$ cat src/rtl/e_run_sequencer.sv
// e_run_sequencer: orchestrates one "compute e" run. It kicks the calculator,
// then the binary-to-decimal converter, captures the streamed decimal digits
// into a local buffer for the display, and guards every wait with a watchdog.
module e_run_sequencer #(
  parameter int MAX_DIGITS = 150,
  parameter int CONV_HOLD  = 2,
  parameter int TIMEOUT    = 50_000_000
) (
  input  logic       CLOCK_50,
  input  logic       rst,
  input  logic       go,
  output logic       calc_start,
  input  logic       calc_done,
  output logic       conv_start,
  input  logic       conv_valid,
  input  logic [3:0] conv_decimal,
  input  logic       conv_done,
  input  logic [7:0] rd_addr,
  output logic [3:0] rd_data,
  output logic [7:0] digit_count,
  output logic       busy,
  output logic       ready,
  output logic       error,
  output logic       ovf
);

  localparam int AW     = (MAX_DIGITS > 1) ? $clog2(MAX_DIGITS) : 1;
  localparam int WD_MAX = (TIMEOUT > CONV_HOLD) ? TIMEOUT : CONV_HOLD;
  localparam int WDW    = $clog2(WD_MAX + 1);

  typedef enum logic [2:0] {
    IDLE, CALC_START, CALC_WAIT, CONV_START, CONV_RUN, READY, ERROR
  } state_e;

  state_e           state_q, state_d;
  logic [WDW-1:0]   wdog_q, wdog_d;
  logic [7:0]       count_q, count_d;
  logic             ovf_q, ovf_d;
  logic             calc_start_q, conv_start_q, busy_q, ready_q, error_q;
  logic [3:0]       rd_data_q;
  logic             wr_en;
  logic [AW-1:0]    wr_addr;
  logic             wdog_limit;

  logic [3:0]       mem [MAX_DIGITS];

  assign wdog_limit = (wdog_q == WDW'(TIMEOUT - 1));
  assign wr_addr    = count_q[AW-1:0];

  // Next-state, digit capture and watchdog decisions.
  always_comb begin
    // NOTE: every signal gets a default before the case so no path leaves it
    // unassigned; otherwise synthesis would infer a latch.
    state_d = state_q;
    count_d = count_q;
    ovf_d   = ovf_q;
    wr_en   = 1'b0;
    wdog_d  = '0;

    case (state_q)
      IDLE, READY, ERROR: if (go) state_d = CALC_START;
      CALC_START:         state_d = CALC_WAIT;
      CALC_WAIT: begin
        if (calc_done)       state_d = CONV_START;
        else if (wdog_limit) state_d = ERROR;
      end
      CONV_START: begin
        // The watchdog doubles as the hold counter: it restarts on entry.
        if (wdog_q == WDW'(CONV_HOLD - 1)) state_d = CONV_RUN;
        else if (wdog_limit)               state_d = ERROR;
      end
      CONV_RUN: begin
        if (conv_done)       state_d = READY;
        else if (wdog_limit) state_d = ERROR;
      end
      default:            state_d = IDLE;
    endcase

    // Digits are accepted only while the converter is active.
    if ((state_q == CONV_START || state_q == CONV_RUN) && conv_valid) begin
      if (count_q < 8'(MAX_DIGITS)) begin
        wr_en   = 1'b1;
        count_d = count_q + 8'd1;
      end else begin
        ovf_d = 1'b1;
      end
    end

    // A new run starts with an empty buffer and a clean overflow flag.
    if (state_d == CALC_START) begin
      count_d = '0;
      ovf_d   = 1'b0;
    end

    // Watchdog runs only in waiting states and restarts on any transition.
    if (state_d == state_q &&
        (state_q == CALC_WAIT || state_q == CONV_START || state_q == CONV_RUN))
      wdog_d = wdog_q + 1'b1;
  end

  // State, counters and registered status outputs.
  always_ff @(posedge CLOCK_50 or posedge rst) begin
    if (rst) begin
      state_q      <= IDLE;
      wdog_q       <= '0;
      count_q      <= '0;
      ovf_q        <= 1'b0;
      calc_start_q <= 1'b0;
      conv_start_q <= 1'b0;
      busy_q       <= 1'b0;
      ready_q      <= 1'b0;
      error_q      <= 1'b0;
    end else begin
      // NOTE: non-blocking assignments so every register samples the values
      // from before this edge, independent of statement order.
      state_q      <= state_d;
      wdog_q       <= wdog_d;
      count_q      <= count_d;
      ovf_q        <= ovf_d;
      calc_start_q <= (state_d == CALC_START);
      conv_start_q <= (state_d == CONV_START);
      busy_q       <= (state_d == CALC_START) || (state_d == CALC_WAIT) ||
                      (state_d == CONV_START) || (state_d == CONV_RUN);
      ready_q      <= (state_d == READY);
      error_q      <= (state_d == ERROR);
    end
  end

  // Digit buffer write port.
  always_ff @(posedge CLOCK_50) begin
    // NOTE: the buffer has no reset so it maps onto plain RAM; stale entries
    // are hidden by the digit_count guard on the read side.
    if (wr_en) mem[wr_addr] <= conv_decimal;
  end

  // Registered display read; addresses beyond the stored digits read as 0.
  always_ff @(posedge CLOCK_50 or posedge rst) begin
    if (rst)                    rd_data_q <= '0;
    else if (rd_addr < count_q) rd_data_q <= mem[rd_addr[AW-1:0]];
    else                        rd_data_q <= '0;
  end

  assign calc_start  = calc_start_q;
  assign conv_start  = conv_start_q;
  assign busy        = busy_q;
  assign ready       = ready_q;
  assign error       = error_q;
  assign ovf         = ovf_q;
  assign digit_count = count_q;
  assign rd_data     = rd_data_q;

endmodule

$ cat config.mk
export PLATFORM = sky130hd
export DESIGN_NAME = e_run_sequencer
export DESIGN_NICKNAME = d
export VERILOG_FILES = /design/src/rtl/e_run_sequencer.sv
export SDC_FILE = /design/constraint.sdc
export NUM_CORES = 1
export LEC_CHECK = 0
export ABC_AREA = 0
export ABC_CLOCK_PERIOD_IN_PS = 2600
export CORE_MARGIN = 1
export CORE_UTILIZATION = 50
export DETAILED_ROUTE_END_ITERATION = 12
export HOLD_SLACK_MARGIN = 0.06
export PLACE_DENSITY = 0.67
export RECOVER_POWER = 25
export REMOVE_ABC_BUFFERS = 1
export SLEW_MARGIN = 10
export SYNTH_ARGS = -nofsm -noshare
export SYNTH_HDL_FRONTEND = slang
export SYNTH_SLANG_ARGS = --single-unit
export TNS_END_PERCENT = 20
$ cat constraint.sdc
create_clock -name CLOCK_50 -period 2.6 [get_ports CLOCK_50]
set_input_delay 0.52 -clock CLOCK_50 [delete_from_list [all_inputs] [get_ports CLOCK_50]]
set_output_delay 0.52 -clock CLOCK_50 [all_outputs]
set_load 0.03 [all_outputs]
==> results of run 1 <==
-- through the flow --
step	cells	util [%]	setup TNS, ns	power [µW]	instance area [µm²]
after floorplan	1378	-	-97.52	13300	25900
after global routing	2478	60.9	0	24400	31400
after global placement	2357	56.9	-59.61	14700	29400
final	2478	60.9	0	23700	31400
after CTS	2476	60.9	0	23800	31400
after detailed placement	2357	56.9	-48.50	14800	29400
-- power by group through the flow --
stage | Combinational [µW] | Clock [µW] | Sequential (µW)
3_5_place_dp | 2940 | 0 | 11800
6_report | 3000 | 9030 | 11600
2_1_floorplan | 1290 | 0 | 12000
5_1_grt | 3220 | 9540 | 11600
4_1_cts | 2960 | 9180 | 11600
3_3_place_gp | 2890 | 0 | 11800
-- layout by cell type, fill, tap and decap left out, types with 17 or more instances in the layout --
cell | synthesis | routed
edfxtp_1 | 600 | 600
buf_4 | 11 | 241
nor2_1 | 217 | 216
mux4_2 | 144 | 144
clkbuf_16 | 0 | 72
nand2_1 | 50 | 50
mux2i_1 | 49 | 49
dfrtp_1 | 47 | 47
nand3_1 | 38 | 38
clkdlybuf4s50_1 | 0 | 27
clkbuf_1 | 35 | 23
a22oi_1 | 21 | 21
buf_12 | 0 | 17
-- worst min-delay path by stage --
stage	slack, ns	end	cells past startpoint	from
floorplan	0.50	wdog_q[0]	1	wdog_q[0]
global placement	0.53	wdog_q[0]	1	wdog_q[0]
detailed placement	0.53	wdog_q[0]	1	wdog_q[0]
CTS	0.24	mem[120][1]	1	conv_decimal[1]
global route	0.54	mem[120][1]	1	conv_decimal[1]
finish	0.47	mem[120][1]	1	conv_decimal[1]
-- repair_timing --
item / in CTS / in global routing
gates resized for setup: 1 / 7
setup buffers: 0 / 1
pin swaps: 0 / 1
cloned: 0 / 1
endpoints found under the setup margin: 37 / 459
-- cell families (layout without fill, tap and decap cells) --
logic type	after synthesis	after routing	synth area share, %
compound gates	103	103	3.04
xor+xnor	29	29	0.967
fa+ha+maj	13	13	0.619
buf+inv	89	433	1.55
flops	647	647	73.0
mux	201	201	14.6
simple gates	372	372	6.24
-- sequential cells by signal, indices dropped and copies added, names as in the netlist, 3 cells and up --
register,cells
wdog_q,26
mem,600
rd_data,4
digit_count,8
state_q,3
-- per-layer routing --
layer  global-route usage [%]  vias up
li1                         -     6378
met1                     31.6     7416
met2                     38.7      494
met3                     4.04      108
met4                     7.95        2
met5                        0        -
-- layout make-up --
cell class / count / area share [%]
Multi-Input combinational cell: 718 / 21.3
Sequential cell: 647 / 61.1
Timing Repair Buffer: 301 / 8.16
Clock buffer: 94 / 6.03
Tap cell: 680 / 2.71
Inverter: 13 / 0.155
Clock inverter: 25 / 0.530
==> parameters.txt, run 1 <==
Parameter                              Value

Critical path
  CP Capture Type    flop
  Biggest fanout along the worst timing path    8
  End of the critical path    mem[12][3]
  Worst Path Required    2.91 ns
  Biggest cell delay along the critical path    0.40 ns
  Crit path buf inv count    4
  Endpoint of the most critical register-to-register path    mem[12][3]
  Critical-path top delay cell    or3b_4
  Number of cells on the worst reg-to-reg path    9
  Critical path depth in cells    9
  Critical setup path kind    flop to flop
  Critical Path Source Type    flop
  Most repeated library cell on the critical path    buf_6
  Source of the critical timing path    state_q[1]
  Arrival @ worst endpoint    about 2.8 ns
  Worst-path cell chain    or3b_4, a21boi_2, buf_6, a21boi_4, buf_12, nand4_1, buf_6, nor2_1, buf_4
  FF-to-FF setup slack    roughly 0.077 ns
  Worst r2r src    state_q[1]
  Gate family responsible for the most delay along the worst path    simple AND/OR/NAND/NOR gates

Power and ir drop
  Pleak    about 0.011 µW
  Combinational Power Share    about an eighth
  Cell internal power dissipation    approximately 18000 µW
  Part of the power in registers    about half
  Proportion of total power due to net switching    24.4%
  Max rail drop VDD    approximately 0.0012 V
  Power Dens Cells    between 700 and 800 nW/µm²
  Switching power of the nets    around 5800 µW
  Clock power share    between 30% and 40%

Timing
  Crit path time final    between 2 and 3 ns
  Least-Margin Pin Slew    between 2 and 2.5 ns
  Final number of max-transition violations    188
  RSZ-0062 raised after global routing    no
  Remaining max-slew budget at the tightest pin    -42.2%
  Min Hold Slack    approximately 0.47 ns
  Final-report hold violation count    0
  Achievable Freq    between 0.3 and 0.4 GHz
  Total of endpoints with negative setup slack in the final report    0
  Setup clock skew after layout    0.0239 ns
  Final worst slack    a little under 0.08 ns
  Fraction of the cycle the final worst path needs    97.0%

Yosys
  Sequential element share of the synthesized area    approximately three quarters
  Proportion of netlist area held by the largest area contributor    between 60% and 70%
  Leading cell types by total area after synthesis    edfxtp_1 (69%), mux4_2 (12%), dfrtp_1 (4.5%)
  Cell type contributing the most total cell area after synthesis    edfxtp_1
  Number of instances in the synthesized netlist    about 1500
  YS warnings    0
  Asr flop ratio synth    7.26%
  Number of library cell types mapped by synthesis    57
  Avg Synthesized Cell Area    approximately 18 µm²
  Top-count cell post-synth    edfxtp_1
  EDFF count, synth    600
  Most used DFF post-synth    edfxtp_1
  Top cells by instance count after synthesis    edfxtp_1 (600), nor2_1 (217), mux4_2 (144), nand2_1 (50), mux2i_1 (49)
  Post-synthesis instance area    around 26000 µm²
  Post-synthesis register bit count    647

Detailed routing
  Drt first pass iters    6
  Sum of routed wire length over all layers    between 60 and 70 mm
  Highest Signal Layer    met5
  Detailed-routed wire length on met3    between 3 and 4 mm
  Number of nets with antenna violations after detailed routing    0
  Routed via count divided by cell count    a little under 6
  Met1 wire length    24.8 mm
  Met2 routed wirelength    about 30 mm
  DR vias    ~14000
  DR DRC count    0
  1st-iter DRT viols    between 1000 and 1500
  Average routed wire per standard cell    ~24 µm

GRT
  Remaining Overflow, GRT    0
  Maximum number of pins on one net before global-route repair    around 150
  Antenna violations before repair    1
  Via count of the first global-routing pass    14800
  Aggregate global-route resource usage    approximately a quarter
  Wire length of the first global-routing pass    91.6 mm

Clocking
  Number of hold buffers added after CTS    0
  Sinks on the clock net    about 650
  Clock slew at the register clock pins of the worst setup and hold paths    approximately 0.06 ns
  Longest Clk Path Bufs    3
  Master cell of the clock root buffer    clkbuf_16
  H-tree Lvls    3
  CTS tree    done
  Clock latency reported for the late side of the worst-skew pair    ~0.6 ns
  Num CTS Buffers    67

Placement
  Detailed placement HPWL    between 40 and 50 mm
  Port buffer count    35
  Worst Setup Slack post-DPL    -0.368 ns
  Final Wtd Congestion    between 0.9 and 1

Floorplan
  Die Footprint    roughly 53000 µm²
  Core footprint    51600 µm²
  # rows    83
  Die Height    between 200 and 250 µm
  Ports placed on the boundary    36
  Floorplan die width    231 µm
  Effective utilization at floorplan    between 50% and 60%

Final layout
  Post-layout net count    1779
  Synthesis-to-layout area growth    19.5%
  Storage cell area    19200 µm²
  N_diodes    0
  Area occupied by multi-input gates    about 6700 µm²
  Fraction of layout instances using a drive strength above 1    29.3%
  Number of filler cells placed in the layout    approximately 3700

Outcome
  Violations in the final reports    capacitance limit, slew limit
  Outcome    complete, but fails checks

Hold path
  Hold Crit Class    input port to flop

Job
  Number of max-cap violations    2
Note: power is estimated with default switching activity, not from simulation.
==> run 2, diff against run 1 <==
--- a/config.mk
+++ b/config.mk
@@ -6,7 +6,6 @@
 export NUM_CORES = 1
 export LEC_CHECK = 0
 export ABC_AREA = 0
-export ABC_CLOCK_PERIOD_IN_PS = 2600
 export CORE_MARGIN = 1
 export CORE_UTILIZATION = 50
 export DETAILED_ROUTE_END_ITERATION = 12
==> results of run 2 <==
The final DEF is identical to that of run 1; final timing and power are the same.
